`config.mk`:
```
export PLATFORM = sky130hd
export DESIGN_NAME = pipelined_zero_counter
export DESIGN_NICKNAME = d
export VERILOG_FILES = /design/src/rtl/pipelined_zero_counter_pkg.sv /design/src/rtl/nibble_local_count.sv /design/src/rtl/priority_nibble_encoder.sv /design/src/rtl/pipelined_zero_counter.sv
export SDC_FILE = /design/constraint.sdc
export NUM_CORES = 1
export LEC_CHECK = 0
export CAP_MARGIN = 20
export CORE_ASPECT_RATIO = 0.5
export CORE_UTILIZATION = 40
export CTS_CLUSTER_DIAMETER = 30
export DETAILED_ROUTE_END_ITERATION = 10
export GPL_ROUTABILITY_DRIVEN = 1
export PLACE_DENSITY = 0.67
export SYNTH_ARGS = -nofsm -noshare
export SYNTH_HDL_FRONTEND = slang
export SYNTH_SLANG_ARGS = --single-unit
```
`constraint.sdc`:
```
create_clock -name clk_i -period 2 [get_ports clk_i]
set_clock_uncertainty 0.05 [all_clocks]
set_input_delay 0.5 -clock clk_i [delete_from_list [all_inputs] [get_ports clk_i]]
set_output_delay 0.5 -clock clk_i [all_outputs]
set_load 0.05 [all_outputs]
```
`src/rtl/pipelined_zero_counter_pkg.sv`:
```
// Shared types and width helpers for the pipelined leading/trailing zero counter.
// Widths are derived from the operand width so every file agrees on field sizes.
package pipelined_zero_counter_pkg;

    typedef enum logic {
        LEADING  = 1'b0,
        TRAILING = 1'b1
    } count_mode_t;

    function automatic int NIBBLES(input int width);
        return width / 4;
    endfunction

    function automatic int CNT_WIDTH(input int width);
        return $clog2(width) + 1;
    endfunction

    // Bit-reverses a nibble so trailing-zero counting can reuse the leading-zero cell.
    function automatic logic [3:0] nibble_reverse(input logic [3:0] nib);
        return {nib[0], nib[1], nib[2], nib[3]};
    endfunction

endpackage

```
`src/rtl/nibble_local_count.sv`:
```
// Leading-zero count of one nibble, scanning from bit 3 down.
// The count saturates at 3 when the nibble is all-zero; all_zero_o flags that case.
module nibble_local_count (
    input  logic [3:0] nibble_i,
    output logic [1:0] count_o,
    output logic       all_zero_o
);

    always_comb begin
        count_o = 2'd3;
        if (nibble_i[3]) begin
            count_o = 2'd0;
        end else if (nibble_i[2]) begin
            count_o = 2'd1;
        end else if (nibble_i[1]) begin
            count_o = 2'd2;
        end
    end

    assign all_zero_o = (nibble_i == 4'h0);

endmodule

```
`src/rtl/priority_nibble_encoder.sv`:
```
// Finds the lowest-indexed nibble that is not all-zero in a scan-ordered vector.
// Index 0 is the first nibble scanned, so the lowest index wins.
module priority_nibble_encoder #(
    parameter int N = 8
) (
    input  logic [N-1:0]         zero_i,
    output logic [$clog2(N)-1:0] idx_o,
    output logic                 all_zero_o
);

    localparam int IW = $clog2(N);

    always_comb begin
        idx_o = '0;
        for (int k = N - 1; k >= 0; k--) begin
            if (!zero_i[k]) begin
                idx_o = k[IW-1:0];
            end
        end
    end

    assign all_zero_o = &zero_i;

endmodule

```
`src/rtl/pipelined_zero_counter.sv`:
```
// Two-stage leading/trailing zero counter with valid/ready on both sides.
// S1 holds per-nibble counts in scan order; S2 holds the encoded final count.
module pipelined_zero_counter
    import pipelined_zero_counter_pkg::*;
#(
    parameter int DATA_WIDTH = 32,
    parameter int TAG_WIDTH  = 4
) (
    input  logic                             clk_i,
    input  logic                             rst_n_i,
    input  logic                             valid_i,
    output logic                             ready_o,
    input  logic [DATA_WIDTH-1:0]            operand_i,
    input  logic                             mode_i,
    input  logic [TAG_WIDTH-1:0]             tag_i,
    output logic                             valid_o,
    input  logic                             ready_i,
    output logic [CNT_WIDTH(DATA_WIDTH)-1:0] count_o,
    output logic                             is_zero_o,
    output logic [TAG_WIDTH-1:0]             tag_o
);

    localparam int NIB = NIBBLES(DATA_WIDTH);
    localparam int CW  = CNT_WIDTH(DATA_WIDTH);
    localparam int IW  = CW - 3;

    logic [NIB-1:0][1:0] loc_cnt;
    logic [NIB-1:0]      loc_zero;

    logic [NIB-1:0][1:0] s1_cnt_q;
    logic [NIB-1:0]      s1_zero_q;
    logic [TAG_WIDTH-1:0] s1_tag_q;
    logic                s1_valid_q, s1_valid_d;
    logic                s2_valid_q, s2_valid_d;
    logic [CW-1:0]       count_q, count_d;
    logic                is_zero_q;
    logic [TAG_WIDTH-1:0] tag_q;

    logic          in_fire, s2_load, out_fire;
    logic [IW-1:0] enc_idx;
    logic          enc_all_zero;

    // Scan index 0 is the MSB nibble in leading mode and the LSB nibble in trailing mode.
    for (genvar gi = 0; gi < NIB; gi++) begin : g_nib
        logic [3:0] scan_nib;
        assign scan_nib = (count_mode_t'(mode_i) == TRAILING)
                        ? nibble_reverse(operand_i[4*gi +: 4])
                        : operand_i[4*(NIB-1-gi) +: 4];
        nibble_local_count u_nlc (
            .nibble_i   (scan_nib),
            .count_o    (loc_cnt[gi]),
            .all_zero_o (loc_zero[gi])
        );
    end

    priority_nibble_encoder #(.N(NIB)) u_enc (
        .zero_i     (s1_zero_q),
        .idx_o      (enc_idx),
        .all_zero_o (enc_all_zero)
    );

    assign ready_o  = !s1_valid_q || !s2_valid_q || ready_i;
    assign in_fire  = valid_i && ready_o;
    assign out_fire = s2_valid_q && ready_i;
    assign s2_load  = s1_valid_q && (!s2_valid_q || ready_i);

    always_comb begin
        s1_valid_d = s1_valid_q;
        if (in_fire) begin
            s1_valid_d = 1'b1;
        end else if (s2_load) begin
            s1_valid_d = 1'b0;
        end
        s2_valid_d = s2_valid_q;
        if (s2_load) begin
            s2_valid_d = 1'b1;
        end else if (out_fire) begin
            s2_valid_d = 1'b0;
        end
        count_d = enc_all_zero ? {1'b1, {(CW-1){1'b0}}}
                               : {1'b0, enc_idx, s1_cnt_q[enc_idx]};
    end

    // Mode is fully consumed by the S1 scan ordering, so only counts, flags and tag are staged.
    always_ff @(posedge clk_i or negedge rst_n_i) begin
        if (!rst_n_i) begin
            s1_valid_q <= 1'b0;
            s2_valid_q <= 1'b0;
            s1_cnt_q   <= '0;
            s1_zero_q  <= '0;
            s1_tag_q   <= '0;
            count_q    <= '0;
            is_zero_q  <= 1'b0;
            tag_q      <= '0;
        end else begin
            s1_valid_q <= s1_valid_d;
            s2_valid_q <= s2_valid_d;
            if (in_fire) begin
                s1_cnt_q  <= loc_cnt;
                s1_zero_q <= loc_zero;
                s1_tag_q  <= tag_i;
            end
            if (s2_load) begin
                count_q   <= count_d;
                is_zero_q <= enc_all_zero;
                tag_q     <= s1_tag_q;
            end
        end
    end

    assign valid_o   = s2_valid_q;
    assign count_o   = count_q;
    assign is_zero_o = is_zero_q;
    assign tag_o     = tag_q;

endmodule

```
Word-level counts from Yosys, hierarchy flattened
Index checks and enable logic that the tools add are counted.
{"block": "totals", "elab_cells": 82, "register_bits": 41}
{"block": "classes", "magnitude_cmp": 1, "reduce_logical": 19, "n_mux": 47}
{"op": "$mux 2", "count": 17}
{"op": "$logic_not 4->1", "count": 8}
{"op": "$mux 4", "count": 8}
{"op": "$mux 3", "count": 8}
{"op": "$mux 1", "count": 12}
{"op": "$reduce_and 8->1", "count": 1}
{"op": "$bmux 2 s3", "count": 1}
{"op": "$mux 6", "count": 1}
{"op": "$lt 3x4->1 const B", "count": 1}
{"op": "$reduce_bool 2->1", "count": 2}
{"op": "$logic_and 1x1->1", "count": 3}
{"op": "$logic_or 1x1->1", "count": 3}
{"op": "$logic_not 1->1", "count": 2}

Logic depth before layout (Yosys ltp)
Gate-level depths: netlist of run 1.
{"block": "depth", "word_depth": 11, "depth_mapped": 6, "ltp_nobuf": 6}

Modules after synthesis
Synthesis of run 1 repeated with hierarchy kept, for this count alone.
{"block": "hier_totals", "hier_cells": 193, "hier_area_um2": 2323.5}
{"module": "pipelined_zero_counter", "seq_area_each_um2": 1001.0, "cells_each": 148, "instances": 1, "area_per_inst_um2": 2048.2}
{"module": "nibble_local_count", "seq_area_each_um2": 0.0, "cells_each": 4, "instances": 8, "area_per_inst_um2": 25.0}
{"module": "priority_nibble_encoder", "seq_area_each_um2": 0.0, "cells_each": 13, "instances": 1, "area_per_inst_um2": 75.1}

Least setup slack after synthesis of run 1
OpenSTA, ideal clock, no wires.
{"block": "synth_path", "path_type": "reg2reg", "startpoint": "register s2_valid_q (netlist: valid_o)", "endpoint": "register s1_zero_q[2]", "stages_incl_launch_ff": 6, "slack_ps": -91, "setup_ps": 131, "arrival_ps": 1910, "path_cell_list": "dfrtp_1 > nand3b_1 > and2_1 > clkbuf_1 > o21ai_0 > o22ai_1"}
{"block": "synth_via", "elab_chain_len": 4}
{"item": "start: declaration", "line_no": "pipelined_zero_counter.sv:34", "text": "logic s2_valid_q, s2_valid_d;"}
{"item": "start signal: assignment", "line_no": "pipelined_zero_counter.sv:97", "text": "s2_valid_q <= s2_valid_d;"}
{"item": "$logic_not 1->1", "line_no": "pipelined_zero_counter.sv:62", "text": "assign ready_o = !s1_valid_q || !s2_valid_q || ready_i;"}
{"item": "$logic_or 1x1->1 (2 in series)", "line_no": "pipelined_zero_counter.sv:62"}
{"item": "net ready_o", "line_no": "pipelined_zero_counter.sv:12", "text": "output logic ready_o,"}
{"item": "$logic_and 1x1->1", "line_no": "pipelined_zero_counter.sv:63", "text": "assign in_fire = valid_i && ready_o;"}
{"item": "end signal: assignment", "line_no": "pipelined_zero_counter.sv:100", "text": "s1_zero_q <= loc_zero;"}
{"item": "end: declaration", "line_no": "pipelined_zero_counter.sv:31", "text": "logic [NIB-1:0] s1_zero_q;"}
The timed path passes the listed nets, and every way through them passes these cells.
A chain may end at the register's enable or synchronous reset.

Final worst setup path of run 1
{"block": "layout_path", "startpoint": "input port ready_i", "endpoint": "output port ready_o"}
{"block": "layout_via", "elab_chain_len": 1}
{"item": "start: declaration", "line_no": "pipelined_zero_counter.sv:17", "text": "input logic ready_i,"}
{"item": "$logic_or 1x1->1", "line_no": "pipelined_zero_counter.sv:62"}
{"item": "end: declaration", "line_no": "pipelined_zero_counter.sv:12"}
No other way between the ends.

==> summary.txt, run 1 <==
Finish
  – Share of post-route cells with drive strength above 1: 13.16%
  – Multi-input gate area: 996.0 sq um
  – Fin nets: roughly 340
  – Post-route cell area: 0.002883 sq mm
  – Sequential Area: roughly 0.0010 sq mm
  – Final Util: 57.66%
  – Cell Count, Final, Fillers Out: 374
  – Fillcell total: 473
  – Area delta synth->final: 36.65%
  – Diode count: 0

Setup path
  – CP Capture Type: output port
  – Crit path max fanout: 3
  – CP Depth: 4
  – Worst EP arrival: around 1.4 ns
  – CP cell instances: clkdlybuf4s50_1 -> nand3b_1 -> buf_4 -> buf_12
  – Crit Path Category: primary input to output port
  – Crit path largest cell delay: about 0.41 ns
  – Crit path launch type: primary input
  – Worst Path Required: 1.45 ns
  – Buf/Inv on CP: 3
  – Slowest-stage cell, CP: clkdlybuf4s50_1
  – FF-to-FF path depth: 6
  – Delay-heaviest family, CP: buffers and inverters

Place
  – DP Cell Count: 366
  – Port bufs: 53
  – GPL Wtd Cong: 0.8068
  – DP HPWL: 3.941 mm
  – Dpl cell area: between 0.002 and 0.003 sq mm
  – Worst slack, placed: -0.003978 ns

Synth
  – Cell count after synthesis: 247
  – Synthesis Warnings: 0
  – Compound-Gate Fraction of Synth Area: around a fifth
  – Syn_nets: 288
  – Post-synthesis simple-gate area fraction: 21.41%
  – Register bit total from synthesis: 40
  – Synth Area in XOR/XNOR: 0%
  – Syn Area/Cell: between 8 and 9 sq um
  – Sequential element share of the synthesized area: 47.45%
  – Fraction of synthesized area in multiplexers: 6.940%
  – Mapped Area: 0.002110 sq mm
  – Count of different cell masters after synthesis: 33
  – Synth Area in Adders: 0%
  – Largest family of logic cells by synthesized area: simple AND/OR/NAND/NOR gates

Global routing
  – First-pass GRT wire length: 8.549 mm
  – Largest net degree at the start of global routing: 49
  – Vias in the first global route: 1825
  – Antenna violations before repair: 0
  – Total track usage: 20.05%
  – GRT overflow: 0

Die
  – Initial Util: a little over two fifths
  – IO Pins: 54
  – Die Y: about 53 um
  – Site Rows: 18
  – Core ar.: approximately 0.005 sq mm
  – DIE AREA: 0.005586 sq mm
  – Floorplan die width: 104.7 um

Job
  – Total of max-cap violations: 0

Power
  – Power share of the clock group: 30.7%
  – Peak VDD IR: 0.3518 mV
  – Sw frac: between 30% and 40%
  – Pwr Density: between 700 and 800 mW/mm^2
  – NetSw: 0.6711 mW
  – Sequential Power Share: 43.6%
  – Leakage: approximately 1.3 nW
  – Gate power share: 25.7%
  – Pint: approximately 1.6 mW

Clocking
  – Post-CTS Repair Setup Buffers: 0
  – CTS tree: built
  – Post-CTS resize count: 0
  – CTS Hold Buffers Added: 0
  – Clock Path Buffers: 2
  – Clock latency on the worst-skew pair: just under 0.3 ns
  – Num CTS Buffers: 5
  – Sink Count: 40
  – Root Driver: clkbuf_8
  – Clock slew at reported path FFs: about 0.08 ns
  – H-tree depth: 2

STA
  – WHS: 0.09887 ns
  – Maximum clock frequency: slightly above 500 MHz
  – Final Max Tran Viols: 0
  – Final setup margin: between 0.06 and 0.07 ns
  – Fin. Hold Viols: 0
  – Finish-stage setup viols: 0
  – Min cycle time layout: 1.932 ns
  – Slew headroom: 69.33%
  – Slew @ Worst Pin: 0.4600 ns
  – Post-route clock period utilization: roughly 97%
  – Unrepaired setup endpoints after global routing: no

Drt
  – DRC: 0
  – Vias: 1904
  – Iteration-0 DRC Markers: 83
  – Drt wl/cell: 13.46 um
  – Post-route ant nets: 0
  – Drt first pass iters: 4
  – Drt total wl: 5.035 mm
  – Via density: 5.091

Outcome
  – Status: complete, no violations

Worst hold path
  – Worst hold path type: primary input to asynchronous set/reset pin
==> state kept, by name, summed over array words and instances (netlist names) <==
name,cells
valid_o,1
s1_cnt_q,16
s1_zero_q,8
count_o,6
s1_valid_q,1
s1_tag_q,4
tag_o,4
==> cell usage after synthesis <==
cell	n	area, sq um
o21ai_2	1	8.760
mux4_1	1	26.28
o21a_1	1	7.510
nand2_1	50	187.7
mux4_2	1	22.52
a22oi_1	1	7.510
a211oi_1	8	60.06
buf_1	1	3.750
a21oi_1	27	135.1
o22ai_1	1	6.260
dfrtp_1	40	1001
mux2_2	6	67.56
or2b_1	1	7.510
a22o_2	1	10.01
o21ai_1	1	5.000
nand4_1	2	12.51
mux2i_1	3	30.03
inv_1	18	67.56
and2_1	2	12.51
nor3b_1	8	60.06
o21ai_0	26	130.1
nor3_1	16	80.08
and2b_1	1	7.510
nand2b_1	3	18.77
a32o_1	1	10.01
clkbuf_1	9	33.78
a31o_1	1	8.760
nand3_1	1	5.000
nand3b_1	1	7.510
nor2_1	11	41.29
and3_4	1	11.26
buf_4	1	7.510
a32oi_1	1	8.760
==> layout make-up <==
type                            count  area share [%]
Sequential cell                    40           34.77
Timing Repair Buffer               60           21.09
Clock buffer                        6           2.865
Multi-Input combinational cell    178           34.55
Tap cell                           70           3.038
Inverter                           18           2.344
Clock inverter                      2           1.345
==> placed cells by master, fill, tap and decap left out, types with 2 or more instances in the layout <==
cell type,instances
nor3b_1,8
nand2b_1,3
and2_1,2
nor2_1,11
clkbuf_8,6
a211oi_1,8
buf_4,15
mux2i_1,3
clkdlybuf4s50_1,39
dfrtp_1,39
mux2_2,6
buf_12,5
nor3_1,16
inv_1,18
o21ai_0,26
nand4_1,2
a21oi_1,27
nand2_1,50
==> power by group through the flow <==
| stage | clock network (mW) | logic, mW | registers (mW) |
|---|---|---|---|
| final | 0.684 | 0.571 | 0.972 |
| after global routing | 0.732 | 0.621 | 0.985 |
| after CTS | 0.698 | 0.576 | 0.972 |
| after detailed placement | 0 | 0.574 | 0.988 |
| after global placement | 0 | 0.560 | 0.986 |
| after floorplan | 0 | 0.205 | 1.09 |
==> worst paths after layout <==
kind	to	from	slack, ns
setup / recovery	ready_o	ready_i	0.07
hold / removal	s1_cnt_q[0]	rst_n_i	0.1
setup reg to reg	count_o[1]	s1_zero_q[3]	0.13
hold reg to reg	s1_tag_q[2]	s1_tag_q[2]	0.43
max in group asynchronous	s1_cnt_q[2]	rst_n_i	1.32
min in group clk_i	s1_tag_q[2]	s1_tag_q[2]	0.43
==> per-layer routing <==
metal	part of all wire (%)	GRT usage, %	routed length, um	up-vias
li1	-	-	-	973
met1	53	28.58	2648	887
met2	43	31.79	2152	42
met3	4.3	3.941	214	2
met4	0.38	4.225	19	0
met5	0	0	0	-
==> logic make-up after synthesis <==
kind of cell | count (synthesis)
AND/OR/NAND/NOR | 97
AO/OA/AOI/OAI | 70
flip-flops | 40
buffers and inverters | 29
multiplexers | 11
==> through the flow <==
step                      power (mW)  setup TNS, ns
after CTS                      2.245              0
after global routing           2.338              0
after detailed placement       1.562      -0.003978
after floorplan                1.292              0
after global placement         1.547              0
final                          2.226              0
Note: power is estimated with default switching activity, not from simulation.
==> run 2, diff against run 1 <==
Settings changed: CAP_MARGIN 20 to unset.
Clock period 2 ns to 2.5 ns, I/O delays scaled along.
==> run 2 against run 1 <==
Against the previous run:
- utilization fell by 0.98 points
- largest power group unchanged
- global-route usage fell by 0.69 points
- final cell count fell by 1.1%
- register-to-register slack improved by 0.40 ns
- critical path type unchanged
- first-iteration DRC count rose by 36%
- via count rose by 1.8%
==> summary.txt, run 2 (synthesized netlist as in run 1, its figures left out) <==
Finish
  – Fin nets: 340
  – Max reg flops: 16
  – Area delta synth->final: 34.34%
  – Sequential Area: 0.001001 sq mm
  – Commonest non-fill, non-tap cells in the layout: clkdlybuf4s50_1, nand2_1, dfrtp_1, a21oi_1, o21ai_0
  – Commonest non-fill, non-tap cell in the layout: clkdlybuf4s50_1
  – Multi-input gate area: 996.0 sq um
  – Largest reg by FF count: s1_cnt_q
  – Post-route cell area: 0.002834 sq mm
  – Diode count: 0
  – Share of post-route cells with drive strength above 1: 7.667%
  – Fillcell total: 474

Clocking
  – Root Driver: clkbuf_8
  – Num CTS Buffers: 5
  – Sink Count: 40
  – Clock slew at reported path FFs: 0.07 ns
  – Clock latency on the worst-skew pair: 0.29 ns
  – CTS Hold Buffers Added: 0
  – CTS tree: built
  – Clock Path Buffers: 2
  – Post-CTS resize count: 0
  – H-tree depth: 2
  – Post-CTS Repair Setup Buffers: 0

STA
  – Post-route clock period utilization: approximately 88%
  – Setup TNS: 0 ns
  – Unrepaired setup endpoints after global routing: no
  – Fin. Hold Viols: 0
  – Min cycle time layout: between 2 and 2.5 ns
  – Maximum clock frequency: 456.3 MHz
  – Slew @ Worst Pin: 0.8575 ns
  – Finish-stage setup viols: 0
  – Final setup margin: 0.3083 ns
  – Final Max Tran Viols: 0
  – Slew headroom: 42.84%

Place
  – DP HPWL: 3.777 mm
  – Worst slack, placed: 0.2225 ns
  – Dpl cell area: 0.002723 sq mm
  – Port bufs: 53
  – GPL Wtd Cong: 0.8676

Power
  – Final Power: 1.744 mW
  – Sw frac: 30.67%
  – Leakage: 1.258 nW
  – Peak VDD IR: about 0.25 mV
  – NetSw: 0.5349 mW
  – Pwr Density: roughly 600 mW/mm^2
  – Power share of the clock group: approximately 30%
  – Sequential Power Share: 44.6%
  – Gate power share: between 20% and 30%
  – Pint: 1.209 mW

Setup path
  – CP Capture Type: output port
  – Critical path origin: ready_i
  – Crit path max fanout: 4
  – Crit path largest cell delay: 0.42 ns
  – Worst EP arrival: 1.52 ns
  – CP cell instances: clkdlybuf4s50_1 -> nand3b_1 -> buf_12
  – Worst reg2reg startpoint: s1_zero_q[6]
  – Slowest-stage cell, CP: clkdlybuf4s50_1
  – Worst Path Required: 1.82 ns
  – Crit Path Category: primary input to output port
  – FF-to-FF path depth: 6
  – R2R Setup Slk: 0.53 ns
  – Crit path launch type: primary input

Drt
  – Drt first pass iters: 4
  – Vias: 1938
  – DRC: 0
  – Post-route ant nets: 0
  – Drt wl/cell: 13.46 um
  – Drt total wl: 4.979 mm
  – Via density: ~5.2
  – Iteration-0 DRC Markers: 113

Die
  – DIE AREA: 0.005586 sq mm
  – Die Y: 53.35 um
  – IO Pins: 54
  – Floorplan die width: 104.7 um
  – Initial Util: between 40% and 50%
  – Core ar.: 0.005000 sq mm
  – Site Rows: 18

Global routing
  – First-pass GRT wire length: 8.121 mm
  – Total track usage: 19.36%
  – Vias in the first global route: 1736
  – Largest net degree at the start of global routing: 49
  – Antenna violations before repair: 0
  – GRT overflow: 0

Outcome
  – Status: complete, no violations

Job
  – Total of max-cap violations: 0

Worst hold path
  – Worst hold path type: primary input to asynchronous set/reset pin
-- run 2: changes by cell type in the layout (fill, tap and decap cells not counted) --
cell,delta
clkbuf_8,-1
dfrtp_1,+1
clkinv_4,-1
clkinvlp_4,+1
clkdlybuf4s50_1,+12
dfrtp_2,-1
clkinv_2,+1
buf_4,-13
buf_12,-3
-- run 2: power by group through the flow --
stage                     logic, mW  registers (mW)  clock network [mW]
after floorplan               0.164           0.869                   0
after global routing          0.485           0.787               0.563
after detailed placement      0.450           0.790                   0
after CTS                     0.451           0.776               0.531
after global placement        0.442           0.785                   0
final                         0.448           0.777               0.519
-- run 2: cell type report --
class,instances,share of cell area [%]
Tap cell,70,3.091
Timing Repair Buffer,56,20.13
Sequential cell,40,35.32
Multi-Input combinational cell,178,35.14
Clock inverter,3,1.501
Clock buffer,5,2.428
Inverter,18,2.384
-- run 2: metrics by stage --
step                std cells  util (%)  hold WS, ns
floorplan                 247         -       0.2794
global placement          362     54.45       0.4014
detailed placement        362     54.45       0.4099
CTS                       370     56.68       0.4225
global route              370     56.68       0.4527
finish                    370     56.68       0.3917
-- run 2: critical path: cells and delay by family --
kind | cells | cell delay, ns
buf+inv | 2 | 0.63
simple gates | 1 | 0.26
-- run 2: final timing paths --
path / endpoint
max: ready_o
min: s1_cnt_q[2]
max reg2reg: count_o[1]
min reg2reg: s1_cnt_q[5]
max in group asynchronous: count_o[2]
min in group clk_i: s1_cnt_q[5]
-- run 2: per-layer routing --
| layer | vias to the layer above | track usage (%) | wire length (um) |
|---|---|---|---|
| li1 | 960 | - | - |
| met1 | 909 | 26.30 | 2377 |
| met2 | 60 | 30.91 | 2188 |
| met3 | 9 | 4.310 | 358 |
| met4 | 0 | 6.573 | 56 |
| met5 | - | 0 | 0 |
